<file path="config.mk">
export PLATFORM = sky130hd
export DESIGN_NAME = pipelined_mac_unit
export DESIGN_NICKNAME = d
export VERILOG_FILES = /design/src/rtl/pipelined_mac_unit_pkg.sv /design/src/rtl/pipelined_mac_unit_mul_pipe.sv /design/src/rtl/pipelined_mac_unit.sv
export SDC_FILE = /design/constraint.sdc
export NUM_CORES = 1
export LEC_CHECK = 0
export CORE_ASPECT_RATIO = 1.2
export CORE_MARGIN = 1.5
export CORE_UTILIZATION = 55
export CTS_CLUSTER_SIZE = 12
export DETAILED_ROUTE_END_ITERATION = 8
export PLACE_DENSITY_LB_ADDON = 0.05
export SETUP_SLACK_MARGIN = 0.5
export SYNTH_ARGS = -nofsm -noshare
export SYNTH_HDL_FRONTEND = slang
export SYNTH_SLANG_ARGS = --single-unit
</file>
<file path="constraint.sdc">
create_clock -name clk -period 8.4 [get_ports clk]
set_clock_uncertainty 0.05 [all_clocks]
set_input_delay 1.26 -clock clk [delete_from_list [all_inputs] [get_ports clk]]
set_output_delay 1.26 -clock clk [all_outputs]
set_load 0.01 [all_outputs]
</file>
<file path="src/rtl/pipelined_mac_unit_pkg.sv">
// pipelined_mac_unit_pkg: shared constants and helpers for the pipelined MAC processing element
package pipelined_mac_unit_pkg;
  localparam int MAX_ACC_WIDTH = 64;
  localparam int MIN_MUL_STAGES = 1;
  localparam int MAX_MUL_STAGES = 4;
  function automatic logic [63:0] sat_max(input int w);
    return (64'd1 << (w - 1)) - 64'd1;
  endfunction
  function automatic logic [63:0] sat_min(input int w);
    return ~sat_max(w);
  endfunction
  function automatic logic [63:0] sign_ext(input logic [63:0] v, input int w);
    return $signed(v << (64 - w)) >>> (64 - w);
  endfunction
  function automatic bit stages_ok(input int s);
    return s >= MIN_MUL_STAGES && s <= MAX_MUL_STAGES;
  endfunction
endpackage

</file>
<file path="src/rtl/pipelined_mac_unit_mul_pipe.sv">
// mul_pipe: signed multiplier with STAGES registers and a valid/clear/last/zero sideband
module mul_pipe #(
  parameter int I_WIDTH = 8,
  parameter int F_WIDTH = 8,
  parameter int STAGES = 2
) (
  input  logic                       clk,
  input  logic                       reset,
  input  logic                       valid,
  input  logic [I_WIDTH-1:0]         feature,
  input  logic [F_WIDTH-1:0]         weight,
  input  logic                       clear,
  input  logic                       last,
  output logic [I_WIDTH+F_WIDTH-1:0] product,
  output logic                       p_valid,
  output logic                       p_clear,
  output logic                       p_last,
  output logic                       p_zero
);
  localparam int PW = I_WIDTH + F_WIDTH;
  logic signed [I_WIDTH-1:0] ha, ma;
  logic signed [F_WIDTH-1:0] hb, mb;
  logic signed [PW-1:0] prod;
  logic [PW-1:0] p [STAGES];
  logic [STAGES-1:0] v, c, l, z;
  logic zero, take;
  // multiplier operands are held at the last real pair on zero terms and bubbles so the array stays quiet
  always_comb begin
    zero = feature == '0 || weight == '0;
    take = valid && !zero;
    ma = take ? feature : ha;
    mb = take ? weight : hb;
    prod = PW'(ma) * PW'(mb);
  end
  // product and sideband shift register; zero-flagged terms carry a forced-zero product
  always_ff @(posedge clk) begin
    if (reset) begin
      ha <= '0;
      hb <= '0;
      v <= '0;
      c <= '0;
      l <= '0;
      z <= '0;
      for (int i = 0; i < STAGES; i++) p[i] <= '0;
    end else begin
      if (take) begin
        ha <= feature;
        hb <= weight;
      end
      v[0] <= valid;
      c[0] <= valid && clear;
      l[0] <= valid && last;
      z[0] <= valid && zero;
      p[0] <= (valid && !zero) ? prod : '0;
      for (int i = 1; i < STAGES; i++) begin
        v[i] <= v[i-1];
        c[i] <= c[i-1];
        l[i] <= l[i-1];
        z[i] <= z[i-1];
        p[i] <= p[i-1];
      end
    end
  end
  assign product = p[STAGES-1];
  assign p_valid = v[STAGES-1];
  assign p_clear = c[STAGES-1];
  assign p_last = l[STAGES-1];
  assign p_zero = z[STAGES-1];
endmodule

</file>
<file path="src/rtl/pipelined_mac_unit.sv">
// pipelined_mac_unit: pipelined signed MAC with zero skipping, framed accumulation and optional saturation
module pipelined_mac_unit
  import pipelined_mac_unit_pkg::*;
#(
  parameter int I_WIDTH = 8,
  parameter int F_WIDTH = 8,
  parameter int ACC_WIDTH = 32,
  parameter int MUL_STAGES = 2,
  parameter int SATURATE = 1,
  parameter int SKIP_CNT_WIDTH = 16
) (
  input  logic                       clk,
  input  logic                       reset,
  input  logic                       valid_i,
  input  logic [I_WIDTH-1:0]         in_feature_i,
  input  logic [F_WIDTH-1:0]         f_weight_i,
  input  logic                       acc_clear_i,
  input  logic                       acc_last_i,
  output logic [I_WIDTH+F_WIDTH-1:0] out_mul_o,
  output logic                       mul_valid_o,
  output logic [ACC_WIDTH-1:0]       acc_o,
  output logic                       acc_valid_o,
  output logic                       overflow_o,
  output logic [SKIP_CNT_WIDTH-1:0]  skip_count_o
);
  localparam int PW = I_WIDTH + F_WIDTH;
  localparam logic [ACC_WIDTH-1:0] SMAX = ACC_WIDTH'(sat_max(ACC_WIDTH));
  localparam logic [ACC_WIDTH-1:0] SMIN = ACC_WIDTH'(sat_min(ACC_WIDTH));
  if (!stages_ok(MUL_STAGES) || ACC_WIDTH < PW || ACC_WIDTH > MAX_ACC_WIDTH) begin : g_bad_params
    $error("pipelined_mac_unit: illegal MUL_STAGES or ACC_WIDTH");
  end
  logic m_clear, m_last, m_zero;
  logic [ACC_WIDTH-1:0] pe, base, res;
  logic [ACC_WIDTH:0] sum;
  logic ovf;
  mul_pipe #(.I_WIDTH(I_WIDTH), .F_WIDTH(F_WIDTH), .STAGES(MUL_STAGES)) u_mul (
    .clk(clk),
    .reset(reset),
    .valid(valid_i),
    .feature(in_feature_i),
    .weight(f_weight_i),
    .clear(acc_clear_i),
    .last(acc_last_i),
    .product(out_mul_o),
    .p_valid(mul_valid_o),
    .p_clear(m_clear),
    .p_last(m_last),
    .p_zero(m_zero)
  );
  // one-bit-wider sum exposes overflow as disagreement between the top two bits
  always_comb begin
    pe = ACC_WIDTH'(sign_ext(64'(out_mul_o), PW));
    base = m_clear ? '0 : acc_o;
    sum = {base[ACC_WIDTH-1], base} + {pe[ACC_WIDTH-1], pe};
    ovf = sum[ACC_WIDTH] ^ sum[ACC_WIDTH-1];
    res = (ovf && SATURATE != 0) ? (sum[ACC_WIDTH] ? SMIN : SMAX) : sum[ACC_WIDTH-1:0];
  end
  // accumulator, sticky overflow, completion pulse and saturating zero-skip counter
  always_ff @(posedge clk) begin
    if (reset) begin
      acc_o <= '0;
      acc_valid_o <= 1'b0;
      overflow_o <= 1'b0;
      skip_count_o <= '0;
    end else begin
      acc_valid_o <= mul_valid_o && m_last;
      if (mul_valid_o) begin
        acc_o <= res;
        overflow_o <= (overflow_o && !m_clear) || ovf;
      end
      if (mul_valid_o && m_zero && !(&skip_count_o)) skip_count_o <= skip_count_o + 1'b1;
    end
  end
endmodule

</file>
After elaboration in Yosys (flattened, before gate mapping)
Memory sizes are Yosys's and may differ from the RTL's.
Cells that the tools add are included.
W data, S select, Z words.
- multipliers: 1
- mux-type cells: 11
- $add $sub $neg: 2
- bitwise gates (word level): 3
- reduce and logical (&&, ||, !) cells: 16
- operators with widths (cell ; number):
    $mux W32 ; 3
    $mux W16 ; 3
    $add A32 B16 Y33 ; 1
    $add A16 B1 Y16 const B ; 1
    $logic_not A8 Y1 ; 2
    $mul A8 B8 Y16 ; 1
    $mux W8 ; 2
    $reduce_and A16 Y1 ; 1
    $logic_and A1 B1 Y1 ; 8
    $logic_not A1 Y1 ; 3
    $mux W1 ; 3
    $logic_or A1 B1 Y1 ; 2
    $or A1 B1 Y1 ; 2
    $xor A1 B1 Y1 ; 1
- bits in registers: 74
- memories: 1
- output and inout bits: 67
- word-level logic and storage cells: 44
- memory bits (writable): 32
- memory list (memory ; words ; bits a word ; rd ports ; clocked after memory_dff ; wr ports ; line ; RTL):
    u_mul.p ; 2 ; 16 ; 2 ; 0 ; 2 ; pipelined_mac_unit_mul_pipe.sv:24 ; logic [PW-1:0] p [STAGES];

Logic depth before layout (Yosys ltp)
Gate-level depths: netlist of the first run.
- word-level depth: 8
- depth in mapped cells: 25
- mapped depth without buffers: 24

Hierarchy
From an unflattened synthesis of the first run, not the netlist that was laid out.
- cell total of the unflattened synthesis: 967
- area, all modules: 8630.8 um2
- by module, submodules not included (module ; area each (um2) ; instances ; cells each):
    pipelined_mac_unit ; 4350.4 ; 1 ; 514
    mul_pipe ; 4280.4 ; 1 ; 453

Worst setup path before layout of the first run
Ideal clock, no wire load.
- path kind: input to register
- start: input f_weight_i[2]
- end: memory u_mul.p[0][15] in the netlist's numbering
- path slack: 1402 ps
- data arrival time: 6820 ps
- cell stages on the path: 22
- cell sequence: or4_1 -> nor2_1 -> a21oi_1 -> nand2_1 -> buf_2 -> mux2i_1 -> nor2_1 -> fa_1 -> inv_1 -> fa_1 -> inv_1 -> fa_1 -> inv_1 -> fa_1 -> inv_1 -> ha_1 -> and3_1 -> a21oi_1 -> o21ai_0 -> o41ai_1 -> xnor2_1 -> nor2_1
- RTL lines (what ; line ; RTL):
    from (decl) ; pipelined_mac_unit.sv:16 ; input logic [F_WIDTH-1:0] f_weight_i,
    to (decl) ; pipelined_mac_unit_mul_pipe.sv:24 ;

==> results of run 1 <==
==> kinds of logic (layout without fill, tap and decap cells) <==
kind of cell             Yosys count  in the layout
XOR/XNOR                          57             57
buffers and inverters            149            219
adder cells (fa/ha/maj)          149            149
flip-flops                       106            106
AND/OR/NAND/NOR                  311            311
multiplexers                      19             19
AO/OA/AOI/OAI                    161            161
==> power by group <==
| part | internal [mW] | switching (mW) | total (mW) | leakage (nW) |
|---|---|---|---|---|
| sequential | 0.547 | 0.0287 | 0.576 | 0.865 |
| clock | 0.214 | 0.223 | 0.437 | 0.152 |
| combinational | 0.348 | 0.404 | 0.752 | 3.18 |
| total | 1.11 | 0.656 | 1.76 | 4.20 |
==> placed cells by master (no fill, tap or decap), types with 25 or more instances in the layout <==
cell / n
sky130_fd_sc_hd__a211oi_1: 36
sky130_fd_sc_hd__a21o_1: 25
sky130_fd_sc_hd__a21oi_1: 37
sky130_fd_sc_hd__clkdlybuf4s50_1: 86
sky130_fd_sc_hd__dfxtp_1: 105
sky130_fd_sc_hd__fa_1: 56
sky130_fd_sc_hd__ha_1: 62
sky130_fd_sc_hd__inv_1: 96
sky130_fd_sc_hd__nand2_1: 29
sky130_fd_sc_hd__nor2_1: 139
sky130_fd_sc_hd__nor2b_1: 63
sky130_fd_sc_hd__o21ai_0: 25
sky130_fd_sc_hd__xnor2_1: 25
sky130_fd_sc_hd__xor2_1: 31
==> synth_stat cells (25+ instances only) <==
cell type / count
sky130_fd_sc_hd__a211oi_1: 36
sky130_fd_sc_hd__a21o_1: 25
sky130_fd_sc_hd__a21oi_1: 37
sky130_fd_sc_hd__clkbuf_1: 25
sky130_fd_sc_hd__dfxtp_1: 106
sky130_fd_sc_hd__fa_1: 56
sky130_fd_sc_hd__ha_1: 62
sky130_fd_sc_hd__inv_1: 96
sky130_fd_sc_hd__nand2_1: 29
sky130_fd_sc_hd__nor2_1: 139
sky130_fd_sc_hd__nor2b_1: 63
sky130_fd_sc_hd__o21ai_0: 25
sky130_fd_sc_hd__xnor2_1: 26
sky130_fd_sc_hd__xor2_1: 31
==> cell type report <==
class                           instances  area (sq um)  area share, %
Clock buffer                            9         225.2          2.355
Clock inverter                          7         91.34         0.9552
Inverter                               96         360.3          3.769
Multi-Input combinational cell        697          5495          57.47
Sequential cell                       106          2123          22.21
Tap cell                              200         250.2          2.617
Timing Repair Buffer                  107          1016          10.63
==> critical path, stage by stage <==
cell                              delay [ns]
sky130_fd_sc_hd__clkdlybuf4s50_1        0.42
sky130_fd_sc_hd__or4_1                  0.52
sky130_fd_sc_hd__nor2_1                 0.12
sky130_fd_sc_hd__a21oi_1                0.12
sky130_fd_sc_hd__nand2_1                0.48
sky130_fd_sc_hd__buf_4                  0.25
sky130_fd_sc_hd__mux2i_1                0.19
sky130_fd_sc_hd__buf_4                  0.18
sky130_fd_sc_hd__or2_2                  0.15
sky130_fd_sc_hd__inv_1                  0.08
sky130_fd_sc_hd__fa_1                   0.59
sky130_fd_sc_hd__inv_1                  0.15
sky130_fd_sc_hd__fa_1                   0.55
sky130_fd_sc_hd__inv_1                  0.05
sky130_fd_sc_hd__fa_1                   0.52
sky130_fd_sc_hd__inv_1                  0.05
sky130_fd_sc_hd__fa_1                   0.52
sky130_fd_sc_hd__inv_1                  0.04
sky130_fd_sc_hd__ha_1                   0.34
sky130_fd_sc_hd__and3_1                 0.18
sky130_fd_sc_hd__a21oi_1                0.10
sky130_fd_sc_hd__o21ai_0                0.13
sky130_fd_sc_hd__o41ai_1                0.33
sky130_fd_sc_hd__xnor2_1                0.17
sky130_fd_sc_hd__nor2_1                 0.05
==> metrics by stage <==
stage / std cells / hold slack, ns
after floorplan: 952 / 0.3545
after detailed placement: 1206 / 0.3732
after CTS: 1222 / 0.3881
final: 1222 / 0.3824
after global placement: 1206 / 0.3659
after global routing: 1222 / 0.4080
==> layer usage <==
metal	vias to the layer above	track usage (%)	share of wire [%]
met5	-	0	0
met4	0	7.202	1.7
met3	25	3.168	3.1
met2	114	41.77	51
met1	3045	28.60	44
li1	3284	-	-
==> flip-flops by register name (all words and copies together), names as in the netlist <==
| register | flops |
|---|---|
| acc_o | 32 |
| u_mul.p | 32 |
| skip_count_o | 16 |
| u_mul.ha | 8 |
| u_mul.hb | 8 |
| u_mul.c | 2 |
| u_mul.l | 2 |
| u_mul.v | 2 |
| u_mul.z | 2 |
| acc_valid_o | 1 |
| overflow_o | 1 |
==> repair_timing <==
action                                  in CTS  in global routing
resized for setup                            0                  1
endpoints found under the setup margin       0                  1
hold endpoints to repair                     0                  0
hold buffers                                 0                  0
==> worst paths after layout <==
kind	startpoint	end	slack [ns]	cells after the start
worst max register to register	u_mul.ha[2]	u_mul.p[0][14]	3.48	18
worst min-delay path	u_mul.l[1]	acc_valid_o	0.38	2
worst max-delay path	f_weight_i[2]	u_mul.p[0][15]	1.01	25
worst min register to register	u_mul.l[1]	acc_valid_o	0.38	2
==> out/metrics.csv, run 1 <==
stage,metric,value,unit
outcome,run status,"finished, final reports clean",
logic_synthesis,count of flip-flops with a built-in enable after synthesis,0,
logic_synthesis,cell taking the most area after synthesis,sky130_fd_sc_hd__dfxtp_1,
timing,RSZ-0062 raised after global routing,false,
cells_and_area,number of nets in the final layout,1156,
detailed_routing,number of DRC violations after detailed-routing iteration 0,296,
logic_synthesis,area share of the leading cell type in the synthesized netlist,25.60,%
timing,headroom to the max-slew limit,38.30,%
logic_synthesis,Synth area leaders,"sky130_fd_sc_hd__dfxtp_1, sky130_fd_sc_hd__fa_1, sky130_fd_sc_hd__ha_1",
global_route,largest net degree at the start of global routing,90,
floorplanning,die boundary width,115.1,um
timing,post-layout min period,7.395,ns
global_route,Congestion Overflow GR,0,
pwr,Leakage,4.202,nW
detailed_routing,post-detailed-route count of antenna-violating nets,0,
clock_tree,root cell of the clock tree,sky130_fd_sc_hd__clkbuf_16,
cells_and_area,Filler Cells Inserted,1285,
floorplanning,starting utilization of the core area,57.04,%
logic_synthesis,number of cells produced by synthesis,952,
timing,Final Slew Violations,0,
cells_and_area,Antenna Cells,0,
worst_setup_path,highest fanout seen on the critical path,10,
placement,number of buffers inserted by port buffering,87,
clock_tree,total clock buffers created by CTS,9,
floorplanning,overall die area,15820,sq um
timing,Achievable Freq,0.1352,GHz
logic_synthesis,largest family of logic cells by synthesized area,adder cells,
floorplanning,overall die height,137.5,um
logic_synthesis,complex-gate fraction of the synthesized area,12.86,%
logic_synthesis,"basic-gate share of the synthesized area counting and, or, nand and nor cells",18.16,%
cells_and_area,Util after Layout,65.79,%
logic_synthesis,net count after synthesis,1091,
floorplanning,total number of placement rows,48,
detailed_routing,routed vias,6468,
cells_and_area,layout-stage area growth over the synthesis result,15.33,%
worst_setup_path,critical path class,in2reg,
worst_setup_path,launching element type of the critical path,input port,
clock_tree,CTS sink count,106,
timing,total of endpoints with negative setup slack in the final report,0,
timing,final number of hold-violating endpoints,0,
placement,worst setup slack before clock tree synthesis,0.6272,ns
logic_synthesis,count of yosys warnings during synthesis,0,
logic_synthesis,portion of netlist area occupied by mux cells,2.294,%
logic_synthesis,synthesized area,8290,sq um
detailed_routing,Initial DRT Pass Iterations,4,
placement,gpl congestion,0.9124,
logic_synthesis,Post-synth ARST share,0,%
pwr,Peak supply drop,0.1105,mV
logic_synthesis,count of distinct cell types in the synthesized netlist,52,
detailed_routing,Vias per Instance,5.293,
logic_synthesis,"arithmetic-cell share of the synthesized area counting full adders, half adders and majority gates",26.82,%
timing,share of the clock period used by the worst path,88.03,%
timing,worst path setup slack after routing,1.005,ns
floorplanning,number of top-level design ports,88,
global_route,antenna violations before repair,0,
clock_tree,CTS tree,built,
run,Max Cap Viol,0,
logic_synthesis,predominant post-synthesis flop cell,sky130_fd_sc_hd__dfxtp_1,
floorplanning,CORE AREA,14530,sq um
detailed_routing,DRC errors left,0,
timing,Tightest Pin Transition,0.9255,ns
clock_tree,"CTS clk-pin slew, worst paths",0.09,ns
detailed_routing,total wire length after detailed routing,17680,um
clock_tree,worst-case clock buffer depth,2,
global_route,vias in the first global route,6200,
global_route,global-route wire length before repair,29210,um
placement,cell area reported after detailed placement,9241,sq um
detailed_routing,routed length per placed instance,14.46,um
logic_synthesis,Mapped Avg Cell Area,8.708,sq um
clock_tree,level count of the clock H-tree,3,
worst_setup_path,Critical Path RT,8.58,ns
global_route,Overall Global Routing Usage,23.17,%
hold_path,Hold/Removal Path Class,reg2reg,
timing,Setup TNS,0,ns
placement,half-perimeter wire length of the detailed placement result,13510,um
clock_tree,postcts setup bufs,0,
pwr,power density cells,184.6,nW/um^2
logic_synthesis,fraction of the yosys area taken by sequential cells,25.60,%
worst_setup_path,element type at the critical path end,flip-flop,
logic_synthesis,Synth Area in XOR/XNOR,6.022,%
cells_and_area,post-route cell area,9562,sq um
logic_synthesis,Synth Register Bits,106,
pwr,overall power after layout,1.765,mW
worst_setup_path,CP arrival,7.58,ns
cells_and_area,fraction of layout cells with a size suffix above 1,6.751,%
clock_tree,clock latency of the later-clocked register in the worst-skew pair,0.36,ns
Power figures use the tool's default switching activity.
==> run 2: changes to the inputs <==
- PLACE_DENSITY: default -> 0.81
- PLACE_DENSITY_LB_ADDON: 0.05 -> default
- SKIP_CTS_REPAIR_TIMING: default -> 1
==> run 2 against run 1 <==
Sequential power about the same. Hold slack lost 0.0079 ns. Sequential cell count did not move. Die area did not move. Routed wire length is 1.6% lower. Utilization down 0.47 points. Clock-buffer cell count grew 1. Global-route usage is 0.49 points lower. Register-to-register slack worse by 0.26 ns. Critical endpoint unchanged.
==> out/metrics.csv, run 2 (synthesis gave the netlist of run 1 again) <==
stage,metric,value,unit,change
floorplanning,total number of placement rows,48,,unchanged
detailed_routing,routed vias,6520,,+0.80%
cells_and_area,"non-filler cells, final",1218,,-0.33%
timing,headroom to the max-slew limit,23.74,%,-15 points
cells_and_area,Largest regs,"acc_o x32, u_mul.p x32, skip_count_o x16",,
detailed_routing,DRC errors left,0,,unchanged
worst_setup_path,launching element of the worst setup path,f_weight_i[2],,
global_route,global-route wire length before repair,28570,um,-2.2%
clock_tree,CTS sink count,106,,unchanged
outcome,run status,"finished, final reports clean",,
detailed_routing,Vias per Instance,5.353,,+1.1%
cells_and_area,Antenna Cells,0,,unchanged
worst_setup_path,critical path class,in2reg,,
global_route,vias in the first global route,6206,,+0.097%
clock_tree,root cell of the clock tree,sky130_fd_sc_hd__clkbuf_16,,
cells_and_area,Filler Cells Inserted,1240,,-3.5%
worst_setup_path,Critical Path RT,8.59,ns,about the same
timing,total of endpoints with negative setup slack in the final report,0,,unchanged
detailed_routing,routed length per placed instance,14.28,um,-1.3%
hold_path,Hold/Removal Path Class,reg2reg,,
cells_and_area,fraction of layout cells with a size suffix above 1,6.287,%,-0.46 points
detailed_routing,DR WL met3,558,um,+0.54%
global_route,Congestion Overflow GR,0,,unchanged
global_route,largest net degree at the start of global routing,90,,unchanged
clock_tree,clock latency of the later-clocked register in the worst-skew pair,0.36,ns,about the same
detailed_routing,met1 layer wirelength in the final routing,7214,um,-7.0%
placement,half-perimeter wire length of the detailed placement result,13290,um,-1.6%
clock_tree,total clock buffers created by CTS,9,,unchanged
floorplanning,starting utilization of the core area,57.04,%,unchanged
placement,instance count after placement with tap cells included,1202,,-0.33%
clock_tree,worst-case clock buffer depth,2,,unchanged
pwr,power density cells,182.6,nW/um^2,-1.1%
floorplanning,overall die height,137.5,um,unchanged
global_route,antenna violations before repair,0,,unchanged
placement,number of buffers inserted by port buffering,87,,unchanged
worst_setup_path,startpoint of the most critical register-to-register path,u_mul.hb[4],,
worst_setup_path,element type at the critical path end,flip-flop,,
timing,Tightest Pin Transition,1.138,ns,+0.2129 ns
floorplanning,die boundary width,115.1,um,unchanged
clock_tree,level count of the clock H-tree,3,,unchanged
timing,post-layout min period,7.426,ns,+0.03106 ns
global_route,Overall Global Routing Usage,22.68,%,-0.49 points
pwr,Leakage,4.174,nW,-0.65%
clock_tree,"CTS clk-pin slew, worst paths",0.07,ns,-0.02 ns
floorplanning,overall die area,15820,sq um,unchanged
timing,share of the clock period used by the worst path,88.40,%,+0.37 points
detailed_routing,routed length on met2,9179,um,+1.3%
timing,Achievable Freq,0.1347,GHz,-0.42%
worst_setup_path,CP arrival,7.61,ns,+0.03 ns
pwr,Peak supply drop,0.1224,mV,+11%
hold_path,launch point of the worst hold path,u_mul.l[1],,
timing,Setup TNS,0,ns,unchanged
clock_tree,CTS tree,built,,
detailed_routing,highest metal layer with signal wires,met4,,
detailed_routing,total wire length after detailed routing,17390,um,-1.6%
timing,final number of hold-violating endpoints,0,,unchanged
floorplanning,CORE AREA,14530,sq um,unchanged
cells_and_area,number of nets in the final layout,1152,,-0.35%
timing,Final Slew Violations,0,,unchanged
cells_and_area,"commonest non-fill, non-tap cell in the layout",sky130_fd_sc_hd__nor2_1,,
worst_setup_path,highest fanout seen on the critical path,13,,+3
cells_and_area,layout-stage area growth over the synthesis result,14.50,%,
worst_setup_path,launching element type of the critical path,input port,,
detailed_routing,post-detailed-route count of antenna-violating nets,0,,unchanged
timing,RSZ-0062 raised after global routing,false,,
detailed_routing,number of DRC violations after detailed-routing iteration 0,328,,+11%
floorplanning,number of top-level design ports,88,,unchanged
placement,gpl congestion,0.9007,,-1.3%
run,Max Cap Viol,0,,unchanged
cells_and_area,most frequent cells in the layout,"sky130_fd_sc_hd__nor2_1, sky130_fd_sc_hd__dfxtp_1, sky130_fd_sc_hd__inv_1",,
detailed_routing,Initial DRT Pass Iterations,5,,+1
## run 2: changes by cell type in the layout (fill, tap and decap cells not counted), sizes merged
cell      change
clkbuf        +1
clkinvlp      +1
buf           -4
clkinv        -2
## run 2: critical path, stage by stage
cell and delay [ns]:
sky130_fd_sc_hd__clkdlybuf4s50_1 0.43, sky130_fd_sc_hd__or4_1 0.56, sky130_fd_sc_hd__nor2_1 0.13, sky130_fd_sc_hd__a21oi_1 0.13, sky130_fd_sc_hd__nand2_1 0.29, sky130_fd_sc_hd__buf_4 0.29, sky130_fd_sc_hd__mux2i_1 0.69, sky130_fd_sc_hd__nor2_1 0.12
sky130_fd_sc_hd__ha_1 0.31, sky130_fd_sc_hd__inv_1 0.05, sky130_fd_sc_hd__fa_1 0.50, sky130_fd_sc_hd__inv_1 0.04, sky130_fd_sc_hd__ha_1 0.27, sky130_fd_sc_hd__inv_1 0.05, sky130_fd_sc_hd__fa_1 0.58, sky130_fd_sc_hd__inv_1 0.06
sky130_fd_sc_hd__ha_1 0.29, sky130_fd_sc_hd__a21o_1 0.18, sky130_fd_sc_hd__a21o_1 0.19, sky130_fd_sc_hd__a21oi_1 0.15, sky130_fd_sc_hd__o21bai_1 0.11, sky130_fd_sc_hd__a21oi_1 0.21, sky130_fd_sc_hd__o21ai_0 0.15, sky130_fd_sc_hd__o41ai_1 0.32
sky130_fd_sc_hd__xnor2_1 0.16, sky130_fd_sc_hd__nor2_1 0.05
## run 2: layout make-up
cell class	instances	area, sq um	area share (%)
Tap cell	200	250.2	2.636
Clock buffer	10	229.0	2.412
Clock inverter	6	51.30	0.5404
Sequential cell	106	2123	22.37
Inverter	96	360.3	3.796
Timing Repair Buffer	103	985.9	10.39
Multi-Input combinational cell	697	5493	57.86
## run 2: where the power goes
group	switching [mW]	leakage [nW]	internal (mW)
Sequential	0.0274	0.865	0.547
Combinational	0.408	3.17	0.345
Clock	0.200	0.136	0.205
Total	0.636	4.17	1.10
## run 2: routing by layer
layer,global-route usage [%],up-vias
met2,41.63,135
met5,0,-
met1,26.66,3084
li1,-,3267
met4,8.642,0
met3,3.168,34
## run 2: metrics by stage
| step | util (%) | setup WS [ns] | area, sq um | power (mW) | hold slack [ns] |
|---|---|---|---|---|---|
| floorplan | - | 1.402 | 8290 | 1.186 | 0.3545 |
| global placement | 63.39 | 0.7969 | 9213 | 1.318 | 0.3627 |
| detailed placement | 63.39 | 0.6596 | 9213 | 1.341 | 0.3627 |
| CTS | 65.32 | 0.9992 | 9493 | 1.750 | 0.3739 |
| global route | 65.32 | 0.5106 | 9493 | 1.866 | 0.4075 |
| finish | 65.32 | 0.9744 | 9493 | 1.733 | 0.3745 |
## run 2: worst paths after layout
path	to	slack (ns)	cells after the start
hold reg to reg	acc_valid_o	0.37	2
setup reg to reg	u_mul.p[0][15]	3.22	17
setup / recovery	u_mul.p[0][15]	0.97	26
hold / removal	acc_valid_o	0.37	2
